`src/rtl/lsu_pkg.sv`:
```
// Shared types and constants for the load/store unit: FSM states, funct3 codes,
// response error codes and the default data-memory base address.
package lsu_pkg;

    typedef enum logic [2:0] {
        IDLE,
        RD_ISSUE,
        RD_CAPTURE,
        WR_ISSUE,
        RESP
    } lsu_state_t;

    localparam logic [2:0] F3_B  = 3'b000;
    localparam logic [2:0] F3_H  = 3'b001;
    localparam logic [2:0] F3_W  = 3'b010;
    localparam logic [2:0] F3_BU = 3'b100;
    localparam logic [2:0] F3_HU = 3'b101;

    localparam logic [1:0] ERR_OK       = 2'b00;
    localparam logic [1:0] ERR_MISALIGN = 2'b01;
    localparam logic [1:0] ERR_RANGE    = 2'b10;
    localparam logic [1:0] ERR_ILLEGAL  = 2'b11;

    localparam logic [31:0] DMEM_BASE_DEFAULT = 32'hFFFF_0000;

    function automatic logic f3_legal(input logic we, input logic [2:0] f3);
        if (we)
            return (f3 == F3_B) || (f3 == F3_H) || (f3 == F3_W);
        else
            return (f3 == F3_B) || (f3 == F3_H) || (f3 == F3_W) ||
                   (f3 == F3_BU) || (f3 == F3_HU);
    endfunction

endpackage

```
`src/rtl/lsu_align.sv`:
```
// Lane logic: extracts and extends the addressed byte/half of a loaded word,
// and merges store data into the addressed lanes of a read word. Purely combinational.
module lsu_align
    import lsu_pkg::*;
(
    input  logic [2:0]  funct3,
    input  logic [1:0]  offset,
    input  logic [31:0] rdata,
    input  logic [31:0] wdata,
    output logic [31:0] load_data,
    output logic [31:0] store_data
);

    logic [7:0]  byte_val;
    logic [15:0] half_val;

    always_comb begin
        byte_val = rdata[7:0];
        case (offset)
            2'd0:    byte_val = rdata[7:0];
            2'd1:    byte_val = rdata[15:8];
            2'd2:    byte_val = rdata[23:16];
            default: byte_val = rdata[31:24];
        endcase
        half_val = offset[1] ? rdata[31:16] : rdata[15:0];

        case (funct3)
            F3_B:    load_data = {{24{byte_val[7]}}, byte_val};
            F3_BU:   load_data = {24'h0, byte_val};
            F3_H:    load_data = {{16{half_val[15]}}, half_val};
            F3_HU:   load_data = {16'h0, half_val};
            default: load_data = rdata;
        endcase

        store_data = rdata;
        case (funct3)
            F3_B:    store_data[{offset, 3'b000} +: 8] = wdata[7:0];
            F3_H: begin
                if (offset[1])
                    store_data[31:16] = wdata[15:0];
                else
                    store_data[15:0] = wdata[15:0];
            end
            default: store_data = wdata;
        endcase
    end

endmodule

```
`src/rtl/load_store_unit.sv`:
```
// Load/store unit bridging a core request port to a word-wide, registered-read data memory.
// Define LSU_MISALIGN_TRAP_EN to report misalignment as an error instead of masking the low address bits.
module load_store_unit
    import lsu_pkg::*;
#(
    parameter logic [31:0] DMEM_BASE  = DMEM_BASE_DEFAULT,
    parameter int unsigned DMEM_WORDS = 65536
) (
    input  logic        CLK,
    input  logic        RST,
    input  logic        req_valid,
    output logic        req_ready,
    input  logic        req_we,
    input  logic [2:0]  req_funct3,
    input  logic [31:0] req_addr,
    input  logic [31:0] req_wdata,
    output logic        resp_valid,
    output logic [31:0] resp_rdata,
    output logic [1:0]  resp_err,
    output logic [31:0] ALUResult,
    output logic [31:0] WriteData,
    output logic        Write_EN,
    input  logic [31:0] Read_Data
);

    // Limit is computed wider than 32 bits: the default window ends past 2^32.
    localparam logic [34:0] DMEM_LIMIT = {3'b000, DMEM_BASE} + ({3'b000, DMEM_WORDS} << 2);

    lsu_state_t  state, state_nxt;
    logic        live_q;
    logic        we_q;
    logic [2:0]  f3_q;
    logic [31:0] addr_q;
    logic [31:0] wdata_q;

    logic        accept;
    logic        in_range;
    logic        misal_trap;
    logic [1:0]  acc_err;
    logic [31:0] addr_fix;
    logic [31:0] word_addr;
    logic [31:0] load_data;
    logic [31:0] store_data;

    assign accept   = req_valid && req_ready;
    assign in_range = ({3'b000, req_addr} >= {3'b000, DMEM_BASE}) &&
                      ({3'b000, req_addr} < DMEM_LIMIT);

`ifdef LSU_MISALIGN_TRAP_EN
    assign misal_trap = (((req_funct3 == F3_H) || (req_funct3 == F3_HU)) && req_addr[0]) ||
                        ((req_funct3 == F3_W) && (req_addr[1:0] != 2'b00));
    assign addr_fix   = req_addr;
`else
    assign misal_trap = 1'b0;
    always_comb begin
        addr_fix = req_addr;
        if (req_funct3 == F3_W)
            addr_fix[1:0] = 2'b00;
        else if ((req_funct3 == F3_H) || (req_funct3 == F3_HU))
            addr_fix[0] = 1'b0;
    end
`endif

    always_comb begin
        acc_err = ERR_OK;
        if (!f3_legal(req_we, req_funct3))
            acc_err = ERR_ILLEGAL;
        else if (!in_range)
            acc_err = ERR_RANGE;
        else if (misal_trap)
            acc_err = ERR_MISALIGN;
    end

    // Memory is indexed by word: base plus the word offset, not a byte address.
    assign word_addr = DMEM_BASE + ((addr_q - DMEM_BASE) >> 2);

    lsu_align u_align (
        .funct3     (f3_q),
        .offset     (addr_q[1:0]),
        .rdata      (Read_Data),
        .wdata      (wdata_q),
        .load_data  (load_data),
        .store_data (store_data)
    );

    always_comb begin
        state_nxt  = state;
        req_ready  = 1'b0;
        resp_valid = 1'b0;
        Write_EN   = 1'b0;
        ALUResult  = 32'h0;
        WriteData  = 32'h0;
        case (state)
            IDLE: begin
                req_ready = live_q;
                if (accept) begin
                    if (acc_err != ERR_OK)
                        state_nxt = RESP;
                    else if (req_we && (req_funct3 == F3_W))
                        state_nxt = WR_ISSUE;
                    else
                        state_nxt = RD_ISSUE;
                end
            end
            RD_ISSUE: begin
                ALUResult = word_addr;
                state_nxt = RD_CAPTURE;
            end
            RD_CAPTURE: state_nxt = we_q ? WR_ISSUE : RESP;
            WR_ISSUE: begin
                ALUResult = word_addr;
                WriteData = wdata_q;
                Write_EN  = 1'b1;
                state_nxt = RESP;
            end
            RESP: begin
                resp_valid = 1'b1;
                state_nxt  = IDLE;
            end
            default: state_nxt = IDLE;
        endcase
    end

    always_ff @(posedge CLK or negedge RST) begin
        if (!RST) begin
            state      <= IDLE;
            live_q     <= 1'b0;
            we_q       <= 1'b0;
            f3_q       <= 3'b000;
            addr_q     <= 32'h0;
            wdata_q    <= 32'h0;
            resp_rdata <= 32'h0;
            resp_err   <= ERR_OK;
        end else begin
            state  <= state_nxt;
            live_q <= 1'b1;
            case (state)
                IDLE: begin
                    if (accept) begin
                        we_q    <= req_we;
                        f3_q    <= req_funct3;
                        addr_q  <= addr_fix;
                        wdata_q <= req_wdata;
                        if (acc_err != ERR_OK) begin
                            resp_err   <= acc_err;
                            resp_rdata <= 32'h0;
                        end
                    end
                end
                RD_CAPTURE: begin
                    if (we_q) begin
                        wdata_q <= store_data;
                    end else begin
                        resp_rdata <= load_data;
                        resp_err   <= ERR_OK;
                    end
                end
                WR_ISSUE: begin
                    resp_rdata <= 32'h0;
                    resp_err   <= ERR_OK;
                end
                default: ;
            endcase
        end
    end

endmodule

```
`config.mk`:
```
export PLATFORM = sky130hd
export DESIGN_NAME = load_store_unit
export DESIGN_NICKNAME = d
export VERILOG_FILES = /design/src/rtl/lsu_pkg.sv /design/src/rtl/lsu_align.sv /design/src/rtl/load_store_unit.sv
export SDC_FILE = /design/constraint.sdc
export NUM_CORES = 1
export LEC_CHECK = 0
export ABC_AREA = 1
export BUFFER_PORTS_ARGS = -buffer_cell sky130_fd_sc_hd__buf_4
export CAP_MARGIN = 25
export CORE_MARGIN = 2
export CORE_UTILIZATION = 30
export DETAILED_ROUTE_END_ITERATION = 16
export GPL_TIMING_DRIVEN = 0
export PLACE_DENSITY = 0.55
export SLEW_MARGIN = 20
export SYNTH_ARGS = -nofsm -noshare
export SYNTH_HDL_FRONTEND = slang
export SYNTH_HIERARCHICAL = 1
export SYNTH_SLANG_ARGS = --single-unit
```
`constraint.sdc`:
```
create_clock -name CLK -period 4.45 [get_ports CLK]
set_clock_uncertainty 0.05 [all_clocks]
set_input_delay 0.2225 -clock CLK [delete_from_list [all_inputs] [get_ports CLK]]
set_output_delay 0.2225 -clock CLK [all_outputs]
set_load 0.05 [all_outputs]
```
==> summary.md <==
Of all flip-flops after synthesis, the portion carrying an async set or reset was 100%. Setup repair after global routing left no endpoint under its margin. The die is 166 um tall. The worst setup path is captured at an output port. The tools report the start point of the worst hold path as req_addr[14]. For this block, the initial DRC count from the detailed router was 720. The mean post-synth cell area is 5.99 um^2. The signal on the critical path passes through ha_1 > or2_2 > nand2_1 > nand2_1 > nor2_1 > nand3_1 > nor3_1 > nand3_1 > nand2_1 > buf_4. The logs give 8 for the number of iterations in the first detailed-routing pass and 1321 for the gate count of the mapped netlist. Based on the critical path, the design can be clocked at up to 331 MHz. Launch point of the worst reg-to-reg path: addr_q[1].

STA classifies the critical path startpoint as a flip-flop. Data arrives at the worst endpoint at 2.75 ns. The number of buffers inserted by hold repair at cts was 1. Max-cap violations in this run came to 0. The type of the worst setup path was flip-flop to output port. Dividing the detail-routed wire length by the instance count gives 17.0 um. Leaving out fill and tap cells, the most frequent cell in the layout is sky130_fd_sc_hd__nand2_1. The tools report the number of clock sinks as 106. The top cell types in the final layout, fill and taps aside, are sky130_fd_sc_hd__nand2_1, sky130_fd_sc_hd__buf_4, sky130_fd_sc_hd__inv_1. For the maximum clock path buffer count, the log shows 2. The proportion of layout cells with a drive suffix above 1 is 17.1%. Clock tree synthesis inserted a total of 9 buffers. The area of the die came out at 27700 um^2. The initialized floorplan defines 59 standard-cell rows. Setup violations remaining at the end of the flow were counted as 0.

The analysis attributes to cell leakage a power of 5.51 nW. The count of flip-flops with a built-in enable after synthesis works out to 0. The repair_antennas step left the layout with diodes totalling 0. Counting cells, the worst reg-to-reg path comes to 12.

Measured against its own limit, the worst slew margin works out to 43.8%. For the number of global-route vias before repair, the log shows 8775. Detailed placement finished with a half-perimeter wire length of 25400 um. The x dimension of the die came out at 166 um.

The data required time of the critical path was 4.18 ns. TritonCTS built the clock tree. The worst hold slack after final layout is 0.0139 ns, and the number of nets with antenna violations after detailed routing is 0.

The number of warnings reported in the yosys synthesis log came out at 6. The number of fill cells in the layout was 2940; the area added between synthesis and finish was 29.2%. The power per cell area works out to 531 nW/um^2. Power comes to 0.00543 W. The synthesized netlist occupies a cell area of 7920 um^2. For the initial antenna violation count, the log shows 0.

The area inside the core boundary is 26000 um^2, and the number of cells on the worst hold path is 3. Clock-pin slew was measured on the worst setup and hold paths at 0.08 ns. Summing all multi-input logic gate instances after layout gives 4420 um^2. Counting flops and latches in the post-synthesis netlist gives 106.

The run finished with clean final reports. The share of the cycle needed by the critical path after routing came out at 67.9%. The tools report the number of post-CTS setup repair buffers as 0.

Setup slack on the worst flop-to-flop path: 1.50 ns. The path with the worst hold slack has its endpoint at addr_q[14]. Using the TritonRoute via totals, the vias-per-cell ratio works out to 4.84. Dominant register cell in the synthesized netlist: sky130_fd_sc_hd__dfrtp_1. The largest individual stage delay along the critical path comes from the cell sky130_fd_sc_hd__dfrtp_1. In the final design database the tool counted 1648 nets. The worst register-to-register path ends at wdata_q[15]. Number of different library cells in the post-synthesis netlist: 34.

The buffer cell driving the clock tree root was sky130_fd_sc_hd__clkbuf_16. Once the floorplan was initialized, standard cells occupied 30.5% of the core. Path category of the worst min-delay check: input port to flip-flop. The number of port buffers was 203. The global-route congestion overflow total was 0. The first global-routing pass estimated 49800 um of wire. Overall track demand over capacity in global routing: 22.9%. At the pin with the least slew margin, the transition time is 0.836 ns. Once the clock tree was built, the resizer swapped 0 gates to a different size. Registers take 2650 um^2.

Summed over all failing endpoints, the final setup total negative slack is 0 ns. Largest net degree at the start of global routing: 60. Clock latency on the worst-skew pair, taken at its later pin, is 0.37 ns. The cell type with the highest occurrence count on the critical path is sky130_fd_sc_hd__nand2_1. The largest fanout of any net on the critical path was 6. The biggest cell delay along the critical path works out to 0.43 ns. The number of hold violations in the final report is 0. For this run, design rule violations remaining after detail routing come to 0. The net count after synthesis was 1432; the time the final worst path needs with I/O delays and setup was 3.02 ns. After synthesis, flip-flops and latches occupy 33.5% of the total area.

For the number of vias in the routed layout, the log shows 9089. The run gives 31800 um as the final routed wirelength across all metal layers. Final-report max-slew violation count: 0. VDD sags by at most 172 uV.

The number of ports placed on the die boundary was 204; the last weighted congestion value of the routability-driven placer was 1.02. The run gives 3 as the number of levels the H-tree was split into.
[cells in the mapped netlist, types with 2 or more instances]
master                     instances  area [um^2]
sky130_fd_sc_hd__o21ai_1           9         45.0
sky130_fd_sc_hd__clkinv_1          2         7.51
sky130_fd_sc_hd__buf_2            18         90.1
sky130_fd_sc_hd__inv_1           140          526
sky130_fd_sc_hd__nor2_1          110          413
sky130_fd_sc_hd__buf_4             2         15.0
sky130_fd_sc_hd__dfrtp_1         106         2650
sky130_fd_sc_hd__buf_6             4         45.0
sky130_fd_sc_hd__ha_1              8          100
sky130_fd_sc_hd__nor2_2            2         12.5
sky130_fd_sc_hd__nand3_1         115          576
sky130_fd_sc_hd__o21ai_0         122          611
sky130_fd_sc_hd__inv_2             5         18.8
sky130_fd_sc_hd__nand4_1           6         37.5
sky130_fd_sc_hd__o211ai_1         12         90.1
sky130_fd_sc_hd__or2_2             2         12.5
sky130_fd_sc_hd__buf_1             3         11.3
sky130_fd_sc_hd__clkbuf_1         34          128
sky130_fd_sc_hd__nand2_1         536         2010
sky130_fd_sc_hd__a21oi_1          64          320
sky130_fd_sc_hd__nand3_2           2         20.0
sky130_fd_sc_hd__nor3_1            7         35.0
[per-layer routing]
| metal | track usage (%) | part of all wire, % | up-vias |
|---|---|---|---|
| li1 | - | - | 4596 |
| met1 | 30.9 | 45 | 4123 |
| met2 | 37.7 | 46 | 315 |
| met3 | 2.92 | 6.1 | 55 |
| met4 | 8.62 | 3.2 | 0 |
| met5 | 0 | 0 | - |
[how the worst max path moves through the flow]
stage	from	endpoint	slack (ns)
after floorplan	state[0]	WriteData[10]	1.55
after global placement	addr_q[1]	wdata_q[15]	1.50
after detailed placement	addr_q[1]	wdata_q[15]	1.55
after CTS	addr_q[16]	ALUResult[29]	1.45
after global routing	addr_q[16]	ALUResult[29]	1.27
final	addr_q[16]	ALUResult[29]	1.43
[worst max-delay path: cells and delay by family (launching register included)]
family	cells	cell delay (ns)
simple gates	8	1.51
flops	1	0.43
fa+ha+maj	1	0.24
buf+inv	1	0.19
[final cells by class]
class | instances | area share, %
Multi-Input combinational cell | 1006 | 43.2
Sequential cell | 106 | 25.9
Timing Repair Buffer | 205 | 15.3
Inverter | 147 | 5.39
Tap cell | 335 | 4.10
Buffer | 62 | 2.87
Clock buffer | 11 | 2.37
Clock inverter | 5 | 0.844
[cell families (layout without fill, tap and decap cells)]
kind of cell	after synthesis	after routing	synth area share [%]
AOI/OAI and AO/OA	210	210	13.8
and+or+nand+nor	787	787	40.7
DFF	106	106	33.5
other	1	1	0.0474
buffers and inverters	209	430	10.7
adders and majority gates	8	8	1.26
[registers in the layout, indices dropped and copies added, names as in the netlist]
signal / count
addr_q: 32
f3_q: 3
live_q: 1
resp_err: 2
resp_rdata: 32
state: 3
wdata_q: 32
we_q: 1
[through the flow]
| step | util [%] | std cells | setup slack, ns | instance area [um^2] |
|---|---|---|---|---|
| global route | 39.4 | 1877 | 1.27 | 10200 |
| finish | 39.4 | 1877 | 1.43 | 10200 |
| CTS | 39.4 | 1877 | 1.45 | 10200 |
| global placement | 37.9 | 1859 | 1.50 | 9860 |
| floorplan | - | 1321 | 1.55 | 7920 |
| detailed placement | 38.1 | 1860 | 1.55 | 9890 |
[report_power, final]
group | leakage (nW) | switching, W | internal [W]
registers | 1.36 | 0.000288 | 0.00126
logic | 3.99 | 0.00205 | 0.000913
clock network | 0.154 | 0.000404 | 0.000514
total | 5.51 | 0.00274 | 0.00269
No activity file was read; power rests on OpenSTA's default activity.
